<file path="src/rtl/uart_rx_pkg.sv">
// Shared types and constants for the UART receive controller slice.
package uart_rx_pkg;

  typedef enum logic [2:0] {
    StIdle,
    StStart,
    StData,
    StParity,
    StStop,
    StCheck
  } state_e;

  localparam int unsigned PRESCALE_8    = 8;
  localparam int unsigned PRESCALE_16   = 16;
  localparam int unsigned PRESCALE_32   = 32;
  localparam int unsigned SAMPLE_OFFSET = 2;
  localparam int unsigned DATA_BITS     = 8;

  function automatic logic prescale_legal(input int unsigned p);
    return (p == PRESCALE_8) || (p == PRESCALE_16) || (p == PRESCALE_32);
  endfunction

endpackage

</file>
<file path="src/rtl/uart_rx_edge_cnt.sv">
// Oversampling edge counter with wrap detect, plus the data bit index counter.
module uart_rx_edge_cnt
  import uart_rx_pkg::*;
#(
  parameter int unsigned PRESCALE_W = 6
) (
  input  logic                  CLK,
  input  logic                  RST,
  input  logic                  cnt_en,
  input  logic [PRESCALE_W-1:0] prescale,
  input  logic                  bit_start,
  input  logic                  bit_inc,
  input  logic                  bit_clr,
  output logic [PRESCALE_W-1:0] edge_cnt,
  output logic                  edge_wrap,
  output logic [3:0]            bit_count,
  output logic                  bit_last
);

  logic [PRESCALE_W-1:0] edge_cnt_q;
  logic [3:0]            bit_count_q;

  assign edge_cnt  = edge_cnt_q;
  assign bit_count = bit_count_q;
  assign edge_wrap = cnt_en && (edge_cnt_q == prescale - PRESCALE_W'(1));
  assign bit_last  = (bit_count_q == 4'(DATA_BITS));

  always_ff @(posedge CLK) begin
    if (RST) begin
      edge_cnt_q  <= '0;
      bit_count_q <= '0;
    end else begin
      // Held at zero outside the frame so every START begins at edge 0.
      if (!cnt_en || edge_wrap) begin
        edge_cnt_q <= '0;
      end else begin
        edge_cnt_q <= edge_cnt_q + PRESCALE_W'(1);
      end

      if (bit_clr) begin
        bit_count_q <= '0;
      end else if (bit_start) begin
        bit_count_q <= 4'd1;
      end else if (bit_inc) begin
        bit_count_q <= bit_count_q + 4'd1;
      end
    end
  end

endmodule

</file>
<file path="src/rtl/uart_rx_ctrl.sv">
// UART receive frame controller: start/data/parity/stop sequencing and checker strobes.
module uart_rx_ctrl
  import uart_rx_pkg::*;
#(
  parameter int unsigned PRESCALE_W = 6
) (
  input  logic                  CLK,
  input  logic                  RST,
  input  logic                  RX_IN,
  input  logic                  PAR_EN,
  input  logic [PRESCALE_W-1:0] Prescale,
  input  logic                  Sampled_Bit,
  input  logic                  par_err,
  input  logic                  stp_err,
  input  logic                  strt_glitch,
  output logic                  data_samp_en,
  output logic                  desrializer_en,
  output logic [3:0]            bit_count,
  output logic                  strt_chk_en,
  output logic                  par_chk_en,
  output logic                  stp_chk_en,
  output logic                  DATA_VALID,
  output logic                  frame_err
);

  state_e                state_q;
  logic                  par_en_q;
  logic [PRESCALE_W-1:0] prescale_q;
  logic                  err_q;

  logic [PRESCALE_W-1:0] edge_cnt;
  logic [PRESCALE_W-1:0] pre_samp;
  logic                  at_pre_samp;
  logic                  edge_wrap;
  logic                  bit_last;
  logic                  cnt_en;
  logic                  bit_start;
  logic                  bit_inc;
  logic                  bit_clr;
  logic                  unused_sampled_bit;

  // Strobes are registered, so they are set one edge early to land on the sample point.
  assign pre_samp    = (prescale_q >> 1) + PRESCALE_W'(SAMPLE_OFFSET - 1);
  assign at_pre_samp = (edge_cnt == pre_samp);

  assign cnt_en       = (state_q == StStart) || (state_q == StData) ||
                        (state_q == StParity) || (state_q == StStop);
  assign bit_start    = (state_q == StStart) && edge_wrap;
  assign bit_inc      = (state_q == StData) && edge_wrap && !bit_last;
  assign bit_clr      = (state_q == StData) && edge_wrap && bit_last;
  assign data_samp_en = (state_q != StIdle);

  // The sampled bit goes straight to the deserializer; the controller only times it.
  assign unused_sampled_bit = Sampled_Bit;

  uart_rx_edge_cnt #(
    .PRESCALE_W (PRESCALE_W)
  ) u_edge_cnt (
    .CLK       (CLK),
    .RST       (RST),
    .cnt_en    (cnt_en),
    .prescale  (prescale_q),
    .bit_start (bit_start),
    .bit_inc   (bit_inc),
    .bit_clr   (bit_clr),
    .edge_cnt  (edge_cnt),
    .edge_wrap (edge_wrap),
    .bit_count (bit_count),
    .bit_last  (bit_last)
  );

  always_ff @(posedge CLK) begin
    if (RST) begin
      state_q        <= StIdle;
      par_en_q       <= 1'b0;
      prescale_q     <= '0;
      err_q          <= 1'b0;
      desrializer_en <= 1'b0;
      strt_chk_en    <= 1'b0;
      par_chk_en     <= 1'b0;
      stp_chk_en     <= 1'b0;
      DATA_VALID     <= 1'b0;
      frame_err      <= 1'b0;
    end else begin
      desrializer_en <= 1'b0;
      strt_chk_en    <= 1'b0;
      par_chk_en     <= 1'b0;
      stp_chk_en     <= 1'b0;
      DATA_VALID     <= 1'b0;
      frame_err      <= 1'b0;

      unique case (state_q)
        StIdle: begin
          if (!RX_IN) begin
            state_q    <= StStart;
            par_en_q   <= PAR_EN;
            prescale_q <= Prescale;
          end
        end
        StStart: begin
          if (at_pre_samp) strt_chk_en <= 1'b1;
          if (strt_chk_en && strt_glitch) begin
            state_q   <= StIdle;
            frame_err <= 1'b1;
          end else if (edge_wrap) begin
            state_q <= StData;
          end
        end
        StData: begin
          if (at_pre_samp) desrializer_en <= 1'b1;
          if (edge_wrap && bit_last) state_q <= par_en_q ? StParity : StStop;
        end
        StParity: begin
          if (at_pre_samp) par_chk_en <= 1'b1;
          if (par_chk_en && par_err) err_q <= 1'b1;
          if (edge_wrap) state_q <= StStop;
        end
        StStop: begin
          if (at_pre_samp) stp_chk_en <= 1'b1;
          // Leave right after the stop check so a following start bit is not missed.
          if (stp_chk_en) begin
            state_q    <= StCheck;
            DATA_VALID <= !(err_q || stp_err);
            frame_err  <= err_q || stp_err;
          end
        end
        StCheck: begin
          state_q <= StIdle;
          err_q   <= 1'b0;
        end
        default: state_q <= StIdle;
      endcase
    end
  end

  a_prescale_legal: assert property (@(posedge CLK) disable iff (RST)
    (state_q == StIdle && !RX_IN) |-> prescale_legal(32'(Prescale)));

endmodule

</file>
<file path="config.mk">
export PLATFORM = sky130hd
export DESIGN_NAME = uart_rx_ctrl
export DESIGN_NICKNAME = d
export VERILOG_FILES = /design/src/rtl/uart_rx_pkg.sv /design/src/rtl/uart_rx_edge_cnt.sv /design/src/rtl/uart_rx_ctrl.sv
export SDC_FILE = /design/constraint.sdc
export NUM_CORES = 1
export LEC_CHECK = 0
export BUFFER_PORTS_ARGS = -buffer_cell sky130_fd_sc_hd__buf_4
export CORE_UTILIZATION = 55
export CTS_CLUSTER_SIZE = 28
export DETAILED_ROUTE_END_ITERATION = 10
export PLACE_DENSITY = 0.79
export SETUP_SLACK_MARGIN = 0.2
export SYNTH_ARGS = -nofsm -noshare
export SYNTH_HDL_FRONTEND = slang
export SYNTH_SLANG_ARGS = --single-unit
</file>
<file path="constraint.sdc">
create_clock -name CLK -period 4.47 [get_ports CLK]
set_input_delay 0.2235 -clock CLK [delete_from_list [all_inputs] [get_ports CLK]]
set_output_delay 0.2235 -clock CLK [all_outputs]
set_load 0.02 [all_outputs]
</file>
# == Word-level counts from Yosys, hierarchy flattened ==
# Index checks and enable logic that the tools add are counted.
# classes
n_mux,16
n_bitwise,6
mul,0
n_addsub,4
reduce_logical,31
n_eq_ne,14
magnitude_cmp,0
div,0
n_shift,0
# ops
op,count
3-bit two-way mux,7
3-bit one-hot mux with 5 select lines,1
6-bit == test,2
2-bit OR reduction,6
1-bit logical AND,8
"5-bit by 1-bit adder with 6-bit output, second input constant",1
"6-bit by 1-bit adder with 6-bit output, second input constant",1
"3-bit by 2-bit == test with 1-bit output, second input constant",2
"3-bit == test, second input constant",2
1-bit two-way mux,6
"2-bit inequality test, second input constant",3
1-bit inverter,6
3-bit OR reduction,2
"6-bit by 1-bit subtractor with 6-bit output, second input constant",1
1-bit logical OR,5
5-bit AND reduction,1
"4-bit by 1-bit adder with 4-bit output, second input constant",1
"4-bit == test, second input constant",1
"2-bit by 1-bit inequality test with 1-bit output, second input constant",2
1-bit one-hot mux with 2 select lines,2
2-bit AND reduction,2
2-bit nonzero test,2
"3-bit by 1-bit == test with 1-bit output, second input constant",1
1-bit zero test,3
3 further kinds,3
# totals
register_bits,27
elab_cells,84
mem_count,0
input_bits,14
latch_bits,0
mem_bits_rw,0
rom_bits,0

# == Logic depth before layout (Yosys ltp) ==
# Gate-level depths: netlist of run 1.
# logic_depth
ltp_word,9
depth_mapped,7
depth_no_buf,7

# == Cells and area by module ==
# A second synthesis of run 1 with hierarchy kept.
# unflattened
hier_cells,171
hier_area_um2,1521.5
# modules_own_cells
module,instances,area_per_inst_um2,cells_per_inst
uart_rx_ctrl,1,888.4,102
uart_rx_edge_cnt,1,633.1,69

# == Worst setup path before layout of run 1 ==
# OpenSTA, ideal clock, no wires.
# synth_timing
path_kind,reg2reg
start,reg prescale_q[1]
end,reg state_q[1]
path_slack_ns,2.362
path_stages_with_launch,8
n_path_buf,0
t_arrival_ns,1.984
t_required_ns,4.347
period_less_slack_ns,2.108
path_cell_list,dfxtp_1 -> inv_1 -> ha_1 -> o21ba_1 -> a221oi_1 -> o2111ai_2 -> a2bb2oi_1 -> mux2_1
# synth_via
elab_chain_len,6
elab_cells_between_ends,8
classes_between,1 x add/sub; 4 x eq/ne; 3 x reduce/logical
# synth_rtl
item,line_no,text
start: declaration,uart_rx_ctrl.sv:28,logic [PRESCALE_W-1:0] prescale_q;
start signal: assignment,uart_rx_ctrl.sv:97,prescale_q <= Prescale;
6-bit by 1-bit subtractor with 6-bit output (*),uart_rx_edge_cnt.sv:25,assign edge_wrap = cnt_en && (edge_cnt_q == prescale - PRESCALE_W'(1));
6-bit == test (*),uart_rx_edge_cnt.sv:25,
1-bit logical AND (*),uart_rx_edge_cnt.sv:25,
1-bit logical AND,uart_rx_ctrl.sv:111,if (edge_wrap && bit_last) state_q <= par_en_q ? StParity : StStop;
2-bit by 1-bit inequality test with 1-bit output (no line),n/a,
5-bit AND reduction (no line) (*),n/a,
end signal: assignment,uart_rx_ctrl.sv:111,
end signal: assignment,uart_rx_ctrl.sv:116,if (edge_wrap) state_q <= StStop;
end signal: assignment,uart_rx_ctrl.sv:122,state_q <= StCheck;
end: declaration,uart_rx_ctrl.sv:26,state_e state_q;
# Every way passes the cells marked *; elsewhere a longest branch is shown, timed or not.
# A chain may end at the register's enable or synchronous reset.

# == Final worst setup path of run 1 ==
# Same ends and word-level chain as after synthesis.

==> metrics, run 1 <==
status complete, no violations; ys async rst share 0%; antenna cells 0; gpl congestion between 0.7 and 0.8; CTS tree yes; Hold/Removal Path Class input port to flip-flop; Tcrit/Tclk final around 53%; initial antenna violation count 0; Core ar. 2540 µm²; Setup CP Type flip-flop to flip-flop; clk_lat worst skew between 0.3 and 0.4 ns; flops & latches, synth 27; Die Area between 2000 and 3000 µm²; most frequent cells in the layout 27 x dfxtp_1, 23 x buf_4, 16 x nor2_1, 14 x nand2_1, 14 x o21ai_0; Ports 25; synthesized area between 1500 and 2000 µm²; clock-pin slew on the worst setup and hold paths 0.14 ns; pin slew with the least headroom to its limit 0.469 ns; Seq/Total Area, Yosys a little over a third; commonest non-fill, non-tap cell in the layout dfxtp_1; vias in the first global route 1242; Post-DP HPWL ~2400 µm; Setup crit start kind flip-flop; setup TNS 0 ns; final hold vios 0; area grow syn2layout 12.4%; Max clock buf depth 2; iteration count of the initial detailed-routing pass 5; chip width between 50 and 60 µm; via count approximately 1400; WL/cell around 13 µm; CTS buffer count 3; Pwr Density between 400 and 500 nW/µm²; Detail Route Antenna Nets 0; Post-synth top flop dfxtp_1; Max Slew Vio Count 0; Clock Root Buffer clkbuf_4; crit path capture type flip-flop; RSZ-0062 raised after global routing false; Initial Util 60.1%; crit-path max FO 10; Die Y ~55 µm; Clock Skews 0.00340 ns; H-tree Lvls 1; GRT overflow 0; Layout Nets approximately 220; Post-synth EDFFs 0; fmax between 400 and 500 MHz; Fin Hold WS roughly 0.14 ns; # Max-Cap Violations 0; maximum number of pins on one net before global-route repair 19; share of cells above drive strength 1 15.3%; Relative slew margins between 60% and 70%; Required @ worst endpoint 4.69 ns; Final min period 2.37 ns; port bufs 23; Post-CTS Setup Inserts 0; hold_buf cts 0; peak supply drop 0.000327 V; row count 18; global-route wire length before repair between 5000 and 6000 µm; Vias/cell about 6; leakage power about 0.69 nW; Synth Instances around 190; final WL between 3000 and 4000 µm; final setup fails 0; clk sinks 27; synth warn 0; DRC 0; Avg Inst Size Synth 8.26 µm²; PostCTS Resize Cnt 0; 1st-iter DRT viols 37; synth unique cells between 40 and 50; total track usage 23.5%; critical path arrival about 2.6 ns; Post-Syn Nets 205
critical path, cell delays in order, from the launching register on:
cell       delay [ns]
dfxtp_1          0.45
inv_1            0.10
ha_1             0.25
o21ba_1          0.20
a221oi_1         0.32
o2111ai_2        0.32
a2bb2oi_1        0.29
mux2_1           0.35
metrics by stage:
stage	setup WS [ns]	std cells	utilization, %	total power, mW	area, µm²
floorplan	2.36	185	-	0.572	1530
global placement	2.18	228	66.5	0.625	1690
detailed placement	2.11	228	66.5	0.639	1690
CTS	2.08	232	67.5	0.745	1720
global route	1.87	232	67.5	0.800	1720
finish	2.10	232	67.5	0.737	1720
power breakdown:
part	internal [mW]	total [mW]	switching [mW]
combinational	0.136	0.301	0.166
sequential	0.271	0.332	0.0615
clock	0.0350	0.104	0.0687
total	0.441	0.737	0.296
state kept, by name (all words and copies together), names as in the netlist, 3 cells and up:
signal,cells
prescale_q,6
u_edge_cnt.edge_cnt,6
u_edge_cnt.bit_count,4
state_q,3
final timing paths:
check	start	end	slack (ns)	cells after the start
max	prescale_q[1]$_SDFFE_PP0P_	state_q[1]$_SDFFE_PP0P_	2.10	7
min	Prescale[4]	prescale_q[4]$_SDFFE_PP0P_	0.14	3
max reg2reg	prescale_q[1]$_SDFFE_PP0P_	state_q[1]$_SDFFE_PP0P_	2.10	7
min reg2reg	par_en_q$_SDFFE_PP0P_	par_en_q$_SDFFE_PP0P_	0.49	2
logic make-up after synthesis:
group           Yosys count  share of synthesized area (%)
simple gates             66                           21.8
compound gates           45                           20.1
flops                    27                           35.4
buf+inv                  20                           5.56
xor+xnor                 19                           10.9
fa+ha+maj                 6                           4.91
mux                       2                           1.39
routing by layer:
| layer | vias up | GRT usage [%] | routed length (µm) |
|---|---|---|---|
| met5 | - | 0 | 0 |
| met4 | 0 | 5.98 | 25 |
| li1 | 685 | - | - |
| met2 | 31 | 44.8 | 1610 |
| met3 | 5 | 6.11 | 114 |
| met1 | 641 | 25.0 | 1340 |
synthesized netlist by cell type, types with 2 or more instances:
library cell / n / area [µm²]
nand4_1: 2 / 12.5
or3_1: 2 / 12.5
nand3_1: 7 / 35.0
nor2_1: 16 / 60.1
xnor2_1: 10 / 87.6
a2bb2oi_1: 2 / 17.5
a32o_1: 2 / 20.0
nand2_1: 14 / 52.6
clkbuf_1: 6 / 22.5
ha_1: 6 / 75.1
buf_4: 2 / 15.0
a21o_1: 2 / 15.0
a21oi_1: 13 / 65.1
inv_1: 10 / 37.5
xor2_1: 9 / 78.8
and3_1: 4 / 25.0
nand2b_1: 3 / 18.8
o21ai_0: 14 / 70.1
nor3_1: 10 / 50.1
dfxtp_1: 27 / 541
area by class of cell:
type,count,area [µm²]
clock buffers,4,26.3
well taps,30,37.5
fillers,208,827
inverters,10,37.5
flip-flops and latches,27,541
repair buffers,23,173
multi-input cells,138,903
Power figures use the tool's default switching activity.
==> inputs of run 2 (changes only) <==
==> constraint.sdc (replaced) <==
create_clock -name CLK -period 2.4 [get_ports CLK]
set_input_delay 0.12 -clock CLK [delete_from_list [all_inputs] [get_ports CLK]]
set_output_delay 0.12 -clock CLK [all_outputs]
set_load 0.02 [all_outputs]
==> metrics, run 2 (synthesis results as in run 1) <==
1st-iter DRT viols 33; final setup margin between 0.2 and 0.3 ns; crit-path max FO 6; # Max-Cap Violations 0; hold worst-path end prescale_q[1]$_SDFFE_PP0P_; Hold/Removal Path Class input port to flip-flop; Setup CP Type flip-flop to flip-flop; Setup crit start kind flip-flop; Detail Route Antenna Nets 0; peak supply drop between 0.0005 and 0.0006 V; RSZ-0062 raised after global routing false; uppermost layer routed met4; WL/cell 13.9 µm; port bufs 23; register-to-register setup slack ~0.27 ns; finished layout cell area about 1800 µm²; final cell count without fillers roughly 240; pin slew with the least headroom to its limit between 0.4 and 0.5 ns; Initial Util between 60% and 70%; antenna cells 0; final setup fails 0; area grow syn2layout 15.4%; iteration count of the initial detailed-routing pass 4; Layout Nets ~230; clk sinks 27; Sequential Area ~540 µm²; vias in the first global route around 1200; total track usage between 20% and 30%; r2r worst-path depth 8; critical path arrival around 2.4 ns; met2 WL ~1700 µm; Max clock buf depth 2; Tcrit/Tclk final 88.6%; reg2reg end u_edge_cnt.bit_count[2]$_SDFFE_PP0P_; Max Slew Vio Count 0; crit path capture type flip-flop; initial antenna violation count 0; global-route wire length before repair 5290 µm; Final min period 2.13 ns; placed cell count 229; status complete, no violations; Die Y about 55 µm; Vias/cell around 5.8; metal3 WL 132 µm; Die Area around 3000 µm²; min-delay src Prescale[1]; Post-DP HPWL around 2500 µm; leakage power roughly 0.7 nW; Placed Area around 1700 µm²; Ports 25; Required @ worst endpoint around 2.6 ns; Relative slew margins 69.7%; row count 18; fin util between 60% and 70%; Pwr Density 803 nW/µm²; RR Startpoint prescale_q[0]$_SDFFE_PP0P_; Clock Root Buffer clkbuf_4; DRC 0; most frequent cells in the layout 27 x buf_4, 26 x dfxtp_1, 16 x nor2_1, 14 x nand2_1, 14 x o21ai_0; Hold Path Depth 3; clock-pin slew on the worst setup and hold paths approximately 0.14 ns; share of cells above drive strength 1 around 18%; gpl congestion 0.789; CTS buffer count 3; Metal-1 WL ~1400 µm; H-tree Lvls 1; pre-CTS WS between 0.06 and 0.07 ns; Clock Skews roughly 0.0020 ns; setup TNS 0 ns; final hold vios 0; fmax 470 MHz; clk_lat worst skew 0.31 ns; commonest non-fill, non-tap cell in the layout buf_4; maximum number of pins on one net before global-route repair 19; via count about 1400; final WL roughly 3300 µm; fillcell total 220; Multi-input gate area 916 µm²; CTS tree yes; Core ar. roughly 2500 µm²; GRT overflow 0; chip width 54.7 µm
[run 2: cell types whose count changed in the layout (fill, tap and decap cells not counted), sizes merged]
cell,before,now
buf,23,27
[run 2: worst max-delay path by stage]
stage	from	endpoint	slack, ns	cells past startpoint
2_1_floorplan	prescale_q[1]$_SDFFE_PP0P_	state_q[1]$_SDFFE_PP0P_	0.29	7
3_3_place_gp	prescale_q[0]$_SDFFE_PP0P_	state_q[1]$_SDFFE_PP0P_	0.20	7
3_5_place_dp	prescale_q[0]$_SDFFE_PP0P_	state_q[1]$_SDFFE_PP0P_	0.06	7
4_1_cts	prescale_q[0]$_SDFFE_PP0P_	state_q[1]$_SDFFE_PP0P_	0.26	7
5_1_grt	prescale_q[0]$_SDFFE_PP0P_	u_edge_cnt.bit_count[2]$_SDFFE_PP0P_	0.20	8
6_report	prescale_q[0]$_SDFFE_PP0P_	u_edge_cnt.bit_count[2]$_SDFFE_PP0P_	0.27	8
[run 2: routing by layer]
layer | track usage, % | vias up
li1 | - | 694
met1 | 28.0 | 649
met2 | 46.8 | 30
met3 | 2.78 | 2
met4 | 5.98 | 0
met5 | 0 | -
[run 2: timing repair]
| action | 4_1_cts | 5_1_grt |
|---|---|---|
| hold buffers | 0 | 0 |
| pin swaps | 1 | 1 |
| buffers inserted | 3 | 0 |
| resized for setup | 1 | 3 |
| hold endpoints to repair | 0 | 0 |
| setup endpoints to repair | 6 | 3 |
[run 2: cell type report]
cell class	instances	share of cell area [%]
inverters	10	2.13
well taps	30	2.13
multi-input cells	138	51.9
repair buffers	27	11.5
flip-flops and latches	27	30.9
clock buffers	4	1.49
[run 2: worst max-delay path, cell delays in order (launching register included)]
cell and delay, ns:
dfxtp_4 0.40, inv_1 0.05, ha_1 0.24, o21ba_1 0.21
a221oi_2 0.29, o2111ai_2 0.25, buf_4 0.21, a21o_1 0.15
a32o_1 0.24
[run 2: where the power goes]
group,switching [mW],internal [mW]
clock network,0.127,0.0649
logic,0.332,0.271
registers,0.116,0.505
total,0.576,0.841
[run 2: metrics by stage]
step                power [mW]  hold slack (ns)
floorplan                 1.06            0.256
global placement          1.18            0.374
detailed placement        1.20            0.383
CTS                       1.39           0.0370
global route              1.53           0.0377
finish                    1.42           0.0357
==> inputs of run 3 (changes only) <==
--- a/config.mk
+++ b/config.mk
@@ -10,7 +10,9 @@
 export CTS_CLUSTER_SIZE = 28
 export DETAILED_ROUTE_END_ITERATION = 10
 export PLACE_DENSITY = 0.79
+export REMOVE_ABC_BUFFERS = 1
 export SETUP_SLACK_MARGIN = 0.2
 export SYNTH_ARGS = -nofsm -noshare
 export SYNTH_HDL_FRONTEND = slang
+export SYNTH_HIERARCHICAL = 1
 export SYNTH_SLANG_ARGS = --single-unit
==> constraint.sdc (replaced) <==
create_clock -name CLK -period 2.4 [get_ports CLK]
set_input_delay 0.48 -clock CLK [delete_from_list [all_inputs] [get_ports CLK]]
set_output_delay 0.48 -clock CLK [all_outputs]
set_load 0.02 [all_outputs]
==> metrics, run 3 <==
status complete, no violations; via count approximately 1400; Relative slew margins a little over two thirds; synth unique cells slightly above 40; row count 18; Clock Skews approximately 0.013 ns; Final min period 2.25 ns; initial antenna violation count 0; final cell count without fillers approximately 240; Pwr Density between 500 and 600 nW/µm²; Tcrit/Tclk final 93.8%; r2r worst-path depth 9; synth warn 6; 1st-iter DRT viols 33; share of cells above drive strength 1 30.6%; chip width between 50 and 60 µm; RR Startpoint prescale_q[2]$_SDFFE_PP0P_; Core ar. 2540 µm²; Yosys top cell area share a little over a third; Post-synth EDFFs 0; most frequent cells in the layout 34 x buf_4, 24 x dfxtp_1, 19 x nor2_1, 12 x xnor2_1, 11 x nand2_1; iteration count of the initial detailed-routing pass 4; port bufs 23; ys async rst share 0%; area grow syn2layout 27.4%; fillcell total 186; Post-DP HPWL between 2000 and 2500 µm; crit-path max FO 5; Sequential Area between 500 and 600 µm²; Initial Util about three fifths; critical path arrival 2.49 ns; Ports 25; Synth Instances around 170; antenna cells 0; commonest non-fill, non-tap cell in the layout buf_4; top post-synthesis cells by area dfxtp_1 36%, xnor2_1 6.9%, mux2i_1 5.3%; Tot Pwr roughly 1.1 mW; Max Slew Vio Count 0; flops & latches, synth 27; area leader, netlist dfxtp_1; Die Area about 3000 µm²; GRT overflow 0; xor-xnor portion of the synthesized cell area between 10% and 20%; crit-path cells or3_4 -> buf_4 -> o31ai_4 -> a2bb2oi_4 -> and3_4 -> buf_6 -> a311oi_4 -> a31oi_1 -> o31ai_1; fmax 444 MHz; Setup CP Type flip-flop to flip-flop; post-synthesis mux area share approximately 5.3%; Post-synth top flop dfxtp_1; Seq/Total Area, Yosys between 30% and 40%; Hold Path Depth 2; cell with the most instances after synthesis dfxtp_1; maximum number of pins on one net before global-route repair 20; reg2reg end state_q[1]$_SDFFE_PP0P_; CTS tree yes; Buf/Inv on CP 2; clk_lat worst skew between 0.3 and 0.4 ns; largest family of logic cells by synthesized area simple AND/OR/NAND/NOR gates; Detail Route Antenna Nets 0; vias in the first global route approximately 1300; Vias/cell around 5.9; clk sinks 27; leakage power 0.754 nW; synthesized area 1520 µm²; Avg Inst Size Synth between 8 and 9 µm²; crit path capture type flip-flop; register-to-register setup slack 0.15 ns; RSZ-0062 raised after global routing true; Clock Root Buffer clkbuf_4; CP max stage delay around 0.40 ns; Hold/Removal Path Class input port to flip-flop; global-route wire length before repair approximately 5400 µm; total track usage between 20% and 30%; WL/cell between 15 and 20 µm; cell family with most CP delay compound AO/OA/AOI/OAI gates; Layout Nets about 230; Die Y ~55 µm; clock-pin slew on the worst setup and hold paths 0.16 ns; DRC 0; Required @ worst endpoint approximately 2.6 ns; # Max-Cap Violations 0; Max clock buf depth 2; Fin Hold WS approximately 0.3 ns; slowest stage cell on the critical path or3_4; min-delay src stp_err; gpl congestion around 0.77; final setup fails 0; peak supply drop approximately 0.00058 V; Setup crit start kind flip-flop; area fraction in compound gates after synthesis about an eighth; most frequent cells after synthesis 27 x dfxtp_1, 20 x nor2_1, 12 x nand2_1, 12 x xnor2_1, 9 x nand3_1; Placed Area approximately 1800 µm²; final WL roughly 3700 µm; finished layout cell area 1940 µm²; CTS buffer count 3; Post-Synth Simple-Gate Area between 20 and 30%; placed cell count ~230; hold worst-path end DATA_VALID$_SDFF_PP0_; pin slew with the least headroom to its limit 0.448 ns; final hold vios 0; synthesized-area fraction occupied by adder cells between 4 and 5%; H-tree Lvls 1; Multi-input gate area approximately 1000 µm²
[run 3: changes by cell type in the layout (fill, tap and decap cells not counted), moves of 3 or more]
cell	before	now
o21ai_0	14	3
a21oi_1	13	6
buf_4	27	34
mux2i_1	1	8
a211oi_1	0	5
inv_1	10	5
nor3_1	10	5
dfxtp_2	0	3
nand2_1	14	11
nor2_1	16	19
or3_4	0	3
[run 3: logic make-up after synthesis]
group | Yosys count
AO/OA/AOI/OAI | 26
XOR/XNOR | 19
multiplexers | 8
adder cells (fa/ha/maj) | 5
buffers and inverters | 10
flip-flops | 27
AND/OR/NAND/NOR | 76
[run 3: worst max path at each step]
stage	startpoint	endpoint	slack, ns	cells after the start
2_1_floorplan	prescale_q[1]$_SDFFE_PP0P_	u_edge_cnt/bit_count[3]$_SDFFE_PP0P_	0.002	9
3_3_place_gp	prescale_q[0]$_SDFFE_PP0P_	u_edge_cnt/bit_count[3]$_SDFFE_PP0P_	0.06	9
3_5_place_dp	prescale_q[0]$_SDFFE_PP0P_	u_edge_cnt/bit_count[3]$_SDFFE_PP0P_	-0.002	9
4_1_cts	prescale_q[0]$_SDFFE_PP0P_	u_edge_cnt/bit_count[3]$_SDFFE_PP0P_	0.20	9
5_1_grt	prescale_q[2]$_SDFFE_PP0P_	u_edge_cnt/bit_count[3]$_SDFFE_PP0P_	0.09	9
6_report	prescale_q[2]$_SDFFE_PP0P_	state_q[1]$_SDFFE_PP0P_	0.15	9
[run 3: routing by layer]
layer / vias up / global-route usage (%) / routed length, µm
li1: 680 / - / -
met2: 33 / 46.0 / 1930
met4: 0 / 11.1 / 26
met1: 670 / 29.4 / 1590
met3: 4 / 3.06 / 121
met5: - / 0 / 0
[run 3: layout make-up]
type / instances / area share, %
clock buffer: 3 / 1.16
clock inverter: 1 / 0.387
inverter: 6 / 1.16
multi-input combinational: 134 / 53.5
sequential: 27 / 28.1
tap: 30 / 1.94
timing repair buffer: 35 / 13.8
[run 3: through the flow]
stage / worst slack [ns] / setup TNS, ns / utilization [%]
after detailed placement: -0.00190 / -0.00190 / 69.4
after floorplan: 0.00232 / 0 / -
after global routing: 0.0899 / 0 / 76.2
final: 0.149 / 0 / 76.2
after global placement: 0.0593 / 0 / 69.4
after CTS: 0.204 / 0 / 73.2
[run 3: what timing repair did]
action / 4_1_cts / 5_1_grt
buffers inserted: 3 / 2
pin swaps: 5 / 10
gates resized for setup: 11 / 11
hold buffers: 0 / 0
endpoints found under the setup margin: 7 / 7
[run 3: report_power, final]
group	switching [mW]	internal [mW]	leakage, nW	total (mW)
logic	0.213	0.200	0.520	0.413
clock network	0.141	0.0638	0.0139	0.204
registers	0.0386	0.476	0.220	0.514
total	0.392	0.740	0.754	1.13
